==> config.mk <==
export PLATFORM = sky130hd
export DESIGN_NAME = adc_conv_reader
export DESIGN_NICKNAME = d
export VERILOG_FILES = /design/src/rtl/adc_conv_reader.sv
export SDC_FILE = /design/constraint.sdc
export NUM_CORES = 1
export LEC_CHECK = 0
export CAP_MARGIN = 20
export CORE_ASPECT_RATIO = 2
export CORE_MARGIN = 5
export CORE_UTILIZATION = 45
export CTS_BUF_LIST = sky130_fd_sc_hd__clkbuf_16
export DETAILED_ROUTE_END_ITERATION = 7
export PLACE_DENSITY = 0.67
export SYNTH_ARGS = -nofsm -noshare
export SYNTH_HDL_FRONTEND = slang
export SYNTH_SLANG_ARGS = --single-unit
==> constraint.sdc <==
create_clock -name clk -period 4 [get_ports clk]
set_input_delay 1.2 -clock clk [delete_from_list [all_inputs] [get_ports clk]]
set_output_delay 1.2 -clock clk [all_outputs]
set_load 0.005 [all_outputs]
==> src/rtl/adc_conv_reader.sv <==
// CNV/BUSY conversion and SPI-style readout engine for the acquisition ADC.
// Issues a convert strobe, tracks the busy handshake with a timeout, then shifts a sample in MSB first.
module adc_conv_reader #(
  parameter int DATA_WIDTH   = 16,
  parameter int CLK_DIV      = 2,
  parameter int CNV_PULSE    = 2,
  parameter int BUSY_TIMEOUT = 255
) (
  input  logic                  clk,
  input  logic                  rst,
  input  logic                  start,
  output logic                  ready,
  output logic                  adc_cnv,
  input  logic                  adc_busy,
  input  logic                  adc_miso,
  output logic                  adc_sck,
  output logic [DATA_WIDTH-1:0] data,
  output logic                  data_valid,
  output logic                  timeout_err,
  output logic [2:0]            state_dbg
);

  // Handshake: start is accepted only on a cycle where ready=1 (IDLE); starts seen
  // while ready=0 are dropped, never queued. data_valid/timeout_err are single-cycle strobes.

  typedef enum logic [2:0] {
    S_IDLE      = 3'd0,
    S_CNV       = 3'd1,
    S_WAIT_RISE = 3'd2,
    S_WAIT_FALL = 3'd3,
    S_SHIFT     = 3'd4,
    S_DONE      = 3'd5,
    S_ERR       = 3'd6
  } state_t;

  localparam int CNT_MAX = (BUSY_TIMEOUT > CNV_PULSE) ? BUSY_TIMEOUT : CNV_PULSE;
  localparam int CW      = $clog2(CNT_MAX + 1);
  localparam int DIVW    = (CLK_DIV > 1) ? $clog2(CLK_DIV) : 1;
  localparam int BITW    = (DATA_WIDTH > 1) ? $clog2(DATA_WIDTH) : 1;

  localparam logic [CW-1:0]   CNV_LAST = CW'(CNV_PULSE - 1);
  localparam logic [CW-1:0]   TO_LAST  = CW'(BUSY_TIMEOUT - 1);
  localparam logic [DIVW-1:0] DIV_LAST = DIVW'(CLK_DIV - 1);
  localparam logic [BITW-1:0] BIT_LAST = BITW'(DATA_WIDTH - 1);

  state_t                state_q, state_d;
  logic [CW-1:0]         cnt_q, cnt_d;
  logic [DIVW-1:0]       div_q, div_d;
  logic [BITW-1:0]       bit_q, bit_d;
  logic                  sck_q, sck_d;
  logic                  cnv_q;
  logic [DATA_WIDTH-1:0] shift_q, shift_d;
  logic [DATA_WIDTH-1:0] data_q, data_d;
  logic                  busy_meta_q, busy_s_q;

  always_ff @(posedge clk) begin
    if (rst) begin
      state_q     <= S_IDLE;
      cnt_q       <= '0;
      div_q       <= '0;
      bit_q       <= '0;
      sck_q       <= 1'b0;
      cnv_q       <= 1'b0;
      shift_q     <= '0;
      data_q      <= '0;
      busy_meta_q <= 1'b0;
      busy_s_q    <= 1'b0;
    end else begin
      state_q     <= state_d;
      cnt_q       <= cnt_d;
      div_q       <= div_d;
      bit_q       <= bit_d;
      sck_q       <= sck_d;
      cnv_q       <= (state_d == S_CNV);
      shift_q     <= shift_d;
      data_q      <= data_d;
      busy_meta_q <= adc_busy;
      busy_s_q    <= busy_meta_q;
    end
  end

  always_comb begin
    state_d = state_q;
    cnt_d   = cnt_q;
    div_d   = div_q;
    bit_d   = bit_q;
    sck_d   = sck_q;
    shift_d = shift_q;
    data_d  = data_q;
    case (state_q)
      S_IDLE: begin
        if (start) begin
          state_d = S_CNV;
          cnt_d   = '0;
        end
      end
      S_CNV: begin
        if (cnt_q == CNV_LAST) begin
          state_d = S_WAIT_RISE;
          cnt_d   = '0;
        end else begin
          cnt_d = cnt_q + 1'b1;
        end
      end
      // A busy level already high on entry counts as the rising edge.
      S_WAIT_RISE: begin
        if (busy_s_q) begin
          state_d = S_WAIT_FALL;
          cnt_d   = '0;
        end else if (cnt_q == TO_LAST) begin
          state_d = S_ERR;
          cnt_d   = '0;
        end else begin
          cnt_d = cnt_q + 1'b1;
        end
      end
      S_WAIT_FALL: begin
        if (!busy_s_q) begin
          state_d = S_SHIFT;
          cnt_d   = '0;
          div_d   = '0;
          bit_d   = '0;
          sck_d   = 1'b0;
        end else if (cnt_q == TO_LAST) begin
          state_d = S_ERR;
          cnt_d   = '0;
        end else begin
          cnt_d = cnt_q + 1'b1;
        end
      end
      // Sample miso on the edge that raises SCK; the ADC updates it after SCK falls.
      S_SHIFT: begin
        if (div_q == DIV_LAST) begin
          div_d = '0;
          if (!sck_q) begin
            sck_d   = 1'b1;
            shift_d = {shift_q[DATA_WIDTH-2:0], adc_miso};
          end else begin
            sck_d = 1'b0;
            if (bit_q == BIT_LAST) begin
              state_d = S_DONE;
              data_d  = shift_q;
            end else begin
              bit_d = bit_q + 1'b1;
            end
          end
        end else begin
          div_d = div_q + 1'b1;
        end
      end
      S_DONE:  state_d = S_IDLE;
      S_ERR:   state_d = S_IDLE;
      default: state_d = S_IDLE;
    endcase
  end

  assign ready       = (state_q == S_IDLE);
  assign adc_cnv     = cnv_q;
  assign adc_sck     = sck_q;
  assign data        = data_q;
  assign data_valid  = (state_q == S_DONE);
  assign timeout_err = (state_q == S_ERR);
  assign state_dbg   = state_q;

endmodule

==> impl_summary.log <==
[metrics] largest fanout on the critical path: 15
[metrics] Initial DRT Pass Iterations: 4
[metrics] main flop type after synthesis: sky130_fd_sc_hd__dfxtp_1
[metrics] GRT Residual Overflow: 0
[metrics] distinct cell type count after synthesis: 47
[metrics] Ports: 29
[metrics] number of levels the H-tree was split into: 2
[metrics] nets@finish: 312
[metrics] Final setup viols: 0
[metrics] clock input transition at the sequential cells of the worst setup and hold paths: 0.07 ns
[metrics] core utilization of the finished layout: 54.1%
[metrics] Setup Crit Path Kind: register to primary output
[metrics] Static Leakage: 0.910 nW
[metrics] total placed cells including tap cells: 354
[metrics] quantity of I/O buffers inserted on ports: 28
[metrics] Slew Viols, Final: 0
[metrics] number of antenna violations at the first check in global routing: 0
[metrics] per-cell routed wire length: 14.1 µm
[metrics] data required time at the worst endpoint: 2.80 ns
[metrics] Synth Net Count: 291
[metrics] post-synthesis instance area: 2350 µm²
[metrics] final antenna-violating net count: 0
[metrics] buffer count from post-CTS setup fixing: 0
[metrics] standard-cell row count: 37
[metrics] run status: completed
[metrics] maximum clock rate: 343 MHz
[metrics] number of gates resized after cts: 0
[metrics] filler-free cell count of the finished design: 362
[metrics] worst slew pin tran: 0.782 ns
[metrics] fin crit period: 2.91 ns
[metrics] Starting Density: 46.1%
[metrics] via count of the routed design: 1972
[metrics] CTS sink count: 52
[metrics] Pwr Density: 374 nW/µm²
[metrics] TritonCTS clock tree: done
[metrics] placed inst area: 2610 µm²
[metrics] area of all placed cells without fillers: 2750 µm²
[metrics] number of synthesized flops with an enable pin: 0
[metrics] synthesized area per cell: 8.32 µm²
[metrics] pin count of the biggest net entering global routing: 39
[metrics] total power after layout: 1.03 mW
[metrics] vertical die dimension: 112 µm
[metrics] drc violations: 0
[metrics] worst-case clock buffer depth: 2
[metrics] standard cell core area: 5090 µm²
[metrics] worst hold-check path type: register to register
[metrics] total wire length after detailed routing: 5.11 mm
[metrics] number of synthesized register bits: 52
[metrics] gpl congestion: 0.850
[metrics] smallest hold slack: 0.445 ns
[metrics] worst max-slew margin expressed relative to the limit: 47.8%
[metrics] async set-reset flop share out of synthesis: 0%
[metrics] Ys Warns: 0
[metrics] CTS root buf: sky130_fd_sc_hd__clkbuf_16
[metrics] width of the die: 61.1 µm
[metrics] accumulated negative setup slack: 0 ns
[metrics] minimum setup slack in the final design: 1.09 ns
[metrics] number of buffers created by CTS: 5
[metrics] via count of the first global-routing pass: 1998
[metrics] sequential element share of the synthesized area: 44.4%
[metrics] number of inserted filler cells in the final layout: 501
[metrics] Syn-to-layout area delta: 17.3%
[metrics] Arr. time, crit path: 1.71 ns
[metrics] clock latency of the later-clocked register in the worst-skew pair: 0.29 ns
[metrics] number of max-cap violations: 0
[metrics] count of mapped cells out of synthesis: 282
[metrics] Tcrit/Tclk final: 72.9%
[metrics] Critical Path End Type: primary output
[metrics] GRT Overall Usage: 16.5%
[metrics] post-cts hold buffer count: 0
[metrics] pre-CTS setup slack: 1.27 ns
[metrics] RSZ-0062 raised after global routing: no
[metrics] Final Hold Viols: 0
[metrics] share of final-layout standard cells stronger than drive strength 1: 9.21%
[metrics] number of DRC markers in iteration 0: 50
[metrics] ant diodes: 0
[metrics] wire length of the first global-routing pass: 8.87 mm
[metrics] kind of launch point of the worst setup path: register
[metrics] DIE AREA: 6840 µm²
[metrics] Layout Skew: 0.00316 ns
[metrics] DP Wirelength: 3.73 mm
[metrics] maximum ir drop on the vdd rail: 0.236 mV
[metrics] detailed-route vias per instance: 5.45
-- power by group --
group / internal, mW / switching, mW
registers: 0.526 / 0.0148
clock network: 0.231 / 0.188
logic: 0.0316 / 0.0379
-- cells by family (layout without fill, tap and decap cells) --
logic type                 count (synthesis)  after routing  share of synthesized area (%)
buffers and inverters                     21             43                           5.12
adders and majority gates                  4              4                           2.13
AOI/OAI and AO/OA                         72             72                           19.8
DFF                                       52             52                           44.4
and+or+nand+nor                          129            129                           27.0
xor gates and xnor gates                   3              3                           1.12
muxes                                      1              1                          0.427
-- state kept, by name (all words and copies together) (netlist names), 3 cells and up --
register and count:
bit_q 4, cnt_q 8, shift_q 16, state_dbg 3, data 16
-- worst paths after layout --
path / slack [ns] / from / cells past startpoint / endpoint
worst max-delay path: 1.09 / state_dbg[1] / 3 / ready
worst max register to register: 1.74 / cnt_q[0] / 6 / cnt_q[4]
worst min-delay path: 0.45 / busy_meta_q / 1 / busy_s_q
worst min register to register: 0.45 / busy_meta_q / 1 / busy_s_q
-- per-layer routing --
layer	vias up	track usage [%]	wire [µm]
met5	-	0	0
met4	0	9.55	151
met3	14	2.30	130
met2	34	28.1	2780
met1	914	18.2	2050
li1	1010	-	-
-- synth_stat cells (2+ instances only) --
| master | count | area, µm² |
|---|---|---|
| sky130_fd_sc_hd__nand2_1 | 81 | 304 |
| sky130_fd_sc_hd__dfxtp_1 | 52 | 1040 |
| sky130_fd_sc_hd__a21oi_1 | 32 | 160 |
| sky130_fd_sc_hd__a21oi_2 | 10 | 87.6 |
| sky130_fd_sc_hd__o21ai_0 | 9 | 45.0 |
| sky130_fd_sc_hd__nor2_1 | 8 | 30.0 |
| sky130_fd_sc_hd__clkbuf_1 | 7 | 26.3 |
| sky130_fd_sc_hd__nor2b_1 | 6 | 37.5 |
| sky130_fd_sc_hd__a211oi_1 | 5 | 37.5 |
| sky130_fd_sc_hd__inv_1 | 5 | 18.8 |
| sky130_fd_sc_hd__nand3_1 | 5 | 25.0 |
| sky130_fd_sc_hd__buf_6 | 4 | 45.0 |
| sky130_fd_sc_hd__ha_1 | 4 | 50.1 |
| sky130_fd_sc_hd__nor3_1 | 4 | 20.0 |
| sky130_fd_sc_hd__o22ai_1 | 4 | 25.0 |
| sky130_fd_sc_hd__nand2b_1 | 3 | 18.8 |
| sky130_fd_sc_hd__nand3b_1 | 3 | 22.5 |
| sky130_fd_sc_hd__xor2_1 | 3 | 26.3 |
| sky130_fd_sc_hd__a2111oi_2 | 2 | 30.0 |
| sky130_fd_sc_hd__and2_1 | 2 | 12.5 |
| sky130_fd_sc_hd__and3_1 | 2 | 12.5 |
| sky130_fd_sc_hd__buf_2 | 2 | 10.0 |
| sky130_fd_sc_hd__buf_4 | 2 | 15.0 |
| sky130_fd_sc_hd__nand4_1 | 2 | 12.5 |
| sky130_fd_sc_hd__nor3b_2 | 2 | 25.0 |
| sky130_fd_sc_hd__or4_1 | 2 | 15.0 |
-- critical path, cell delays in order (launching register included) --
cell                              delay (ns)
sky130_fd_sc_hd__dfxtp_1                0.45
sky130_fd_sc_hd__or2_2                  0.38
sky130_fd_sc_hd__nor2_1                 0.09
sky130_fd_sc_hd__clkdlybuf4s50_1        0.50
-- cell type report --
type                       instances  area [µm²]  area share, %
inverter                           5        18.8          0.682
clock inverter                     3        20.0          0.727
tap                               58        72.6           2.64
clock buffer                       5         125           4.55
multi-input combinational        209        1180           43.0
timing repair buffer              30         290           10.5
sequential                        52        1040           37.8
-- cell usage in the layout, fill, tap and decap left out, types with 2 or more instances in the layout --
cell / count
sky130_fd_sc_hd__a2111oi_2: 2
sky130_fd_sc_hd__xor2_1: 3
sky130_fd_sc_hd__and2_1: 2
sky130_fd_sc_hd__or4_1: 2
sky130_fd_sc_hd__clkbuf_16: 5
sky130_fd_sc_hd__and3_1: 2
sky130_fd_sc_hd__nor2_1: 8
sky130_fd_sc_hd__nand3b_1: 3
sky130_fd_sc_hd__buf_4: 2
sky130_fd_sc_hd__nor3b_2: 2
sky130_fd_sc_hd__nand3_1: 5
sky130_fd_sc_hd__ha_1: 4
sky130_fd_sc_hd__a211oi_1: 5
sky130_fd_sc_hd__o22ai_1: 4
sky130_fd_sc_hd__inv_1: 6
sky130_fd_sc_hd__nand2_1: 81
sky130_fd_sc_hd__a21oi_2: 10
sky130_fd_sc_hd__clkdlybuf4s50_1: 27
sky130_fd_sc_hd__o21ai_0: 9
sky130_fd_sc_hd__nand4_1: 2
sky130_fd_sc_hd__dfxtp_1: 52
sky130_fd_sc_hd__nor2b_1: 6
sky130_fd_sc_hd__nor3_1: 4
sky130_fd_sc_hd__a21oi_1: 32
sky130_fd_sc_hd__nand2b_1: 3
Power figures use the tool's default switching activity.
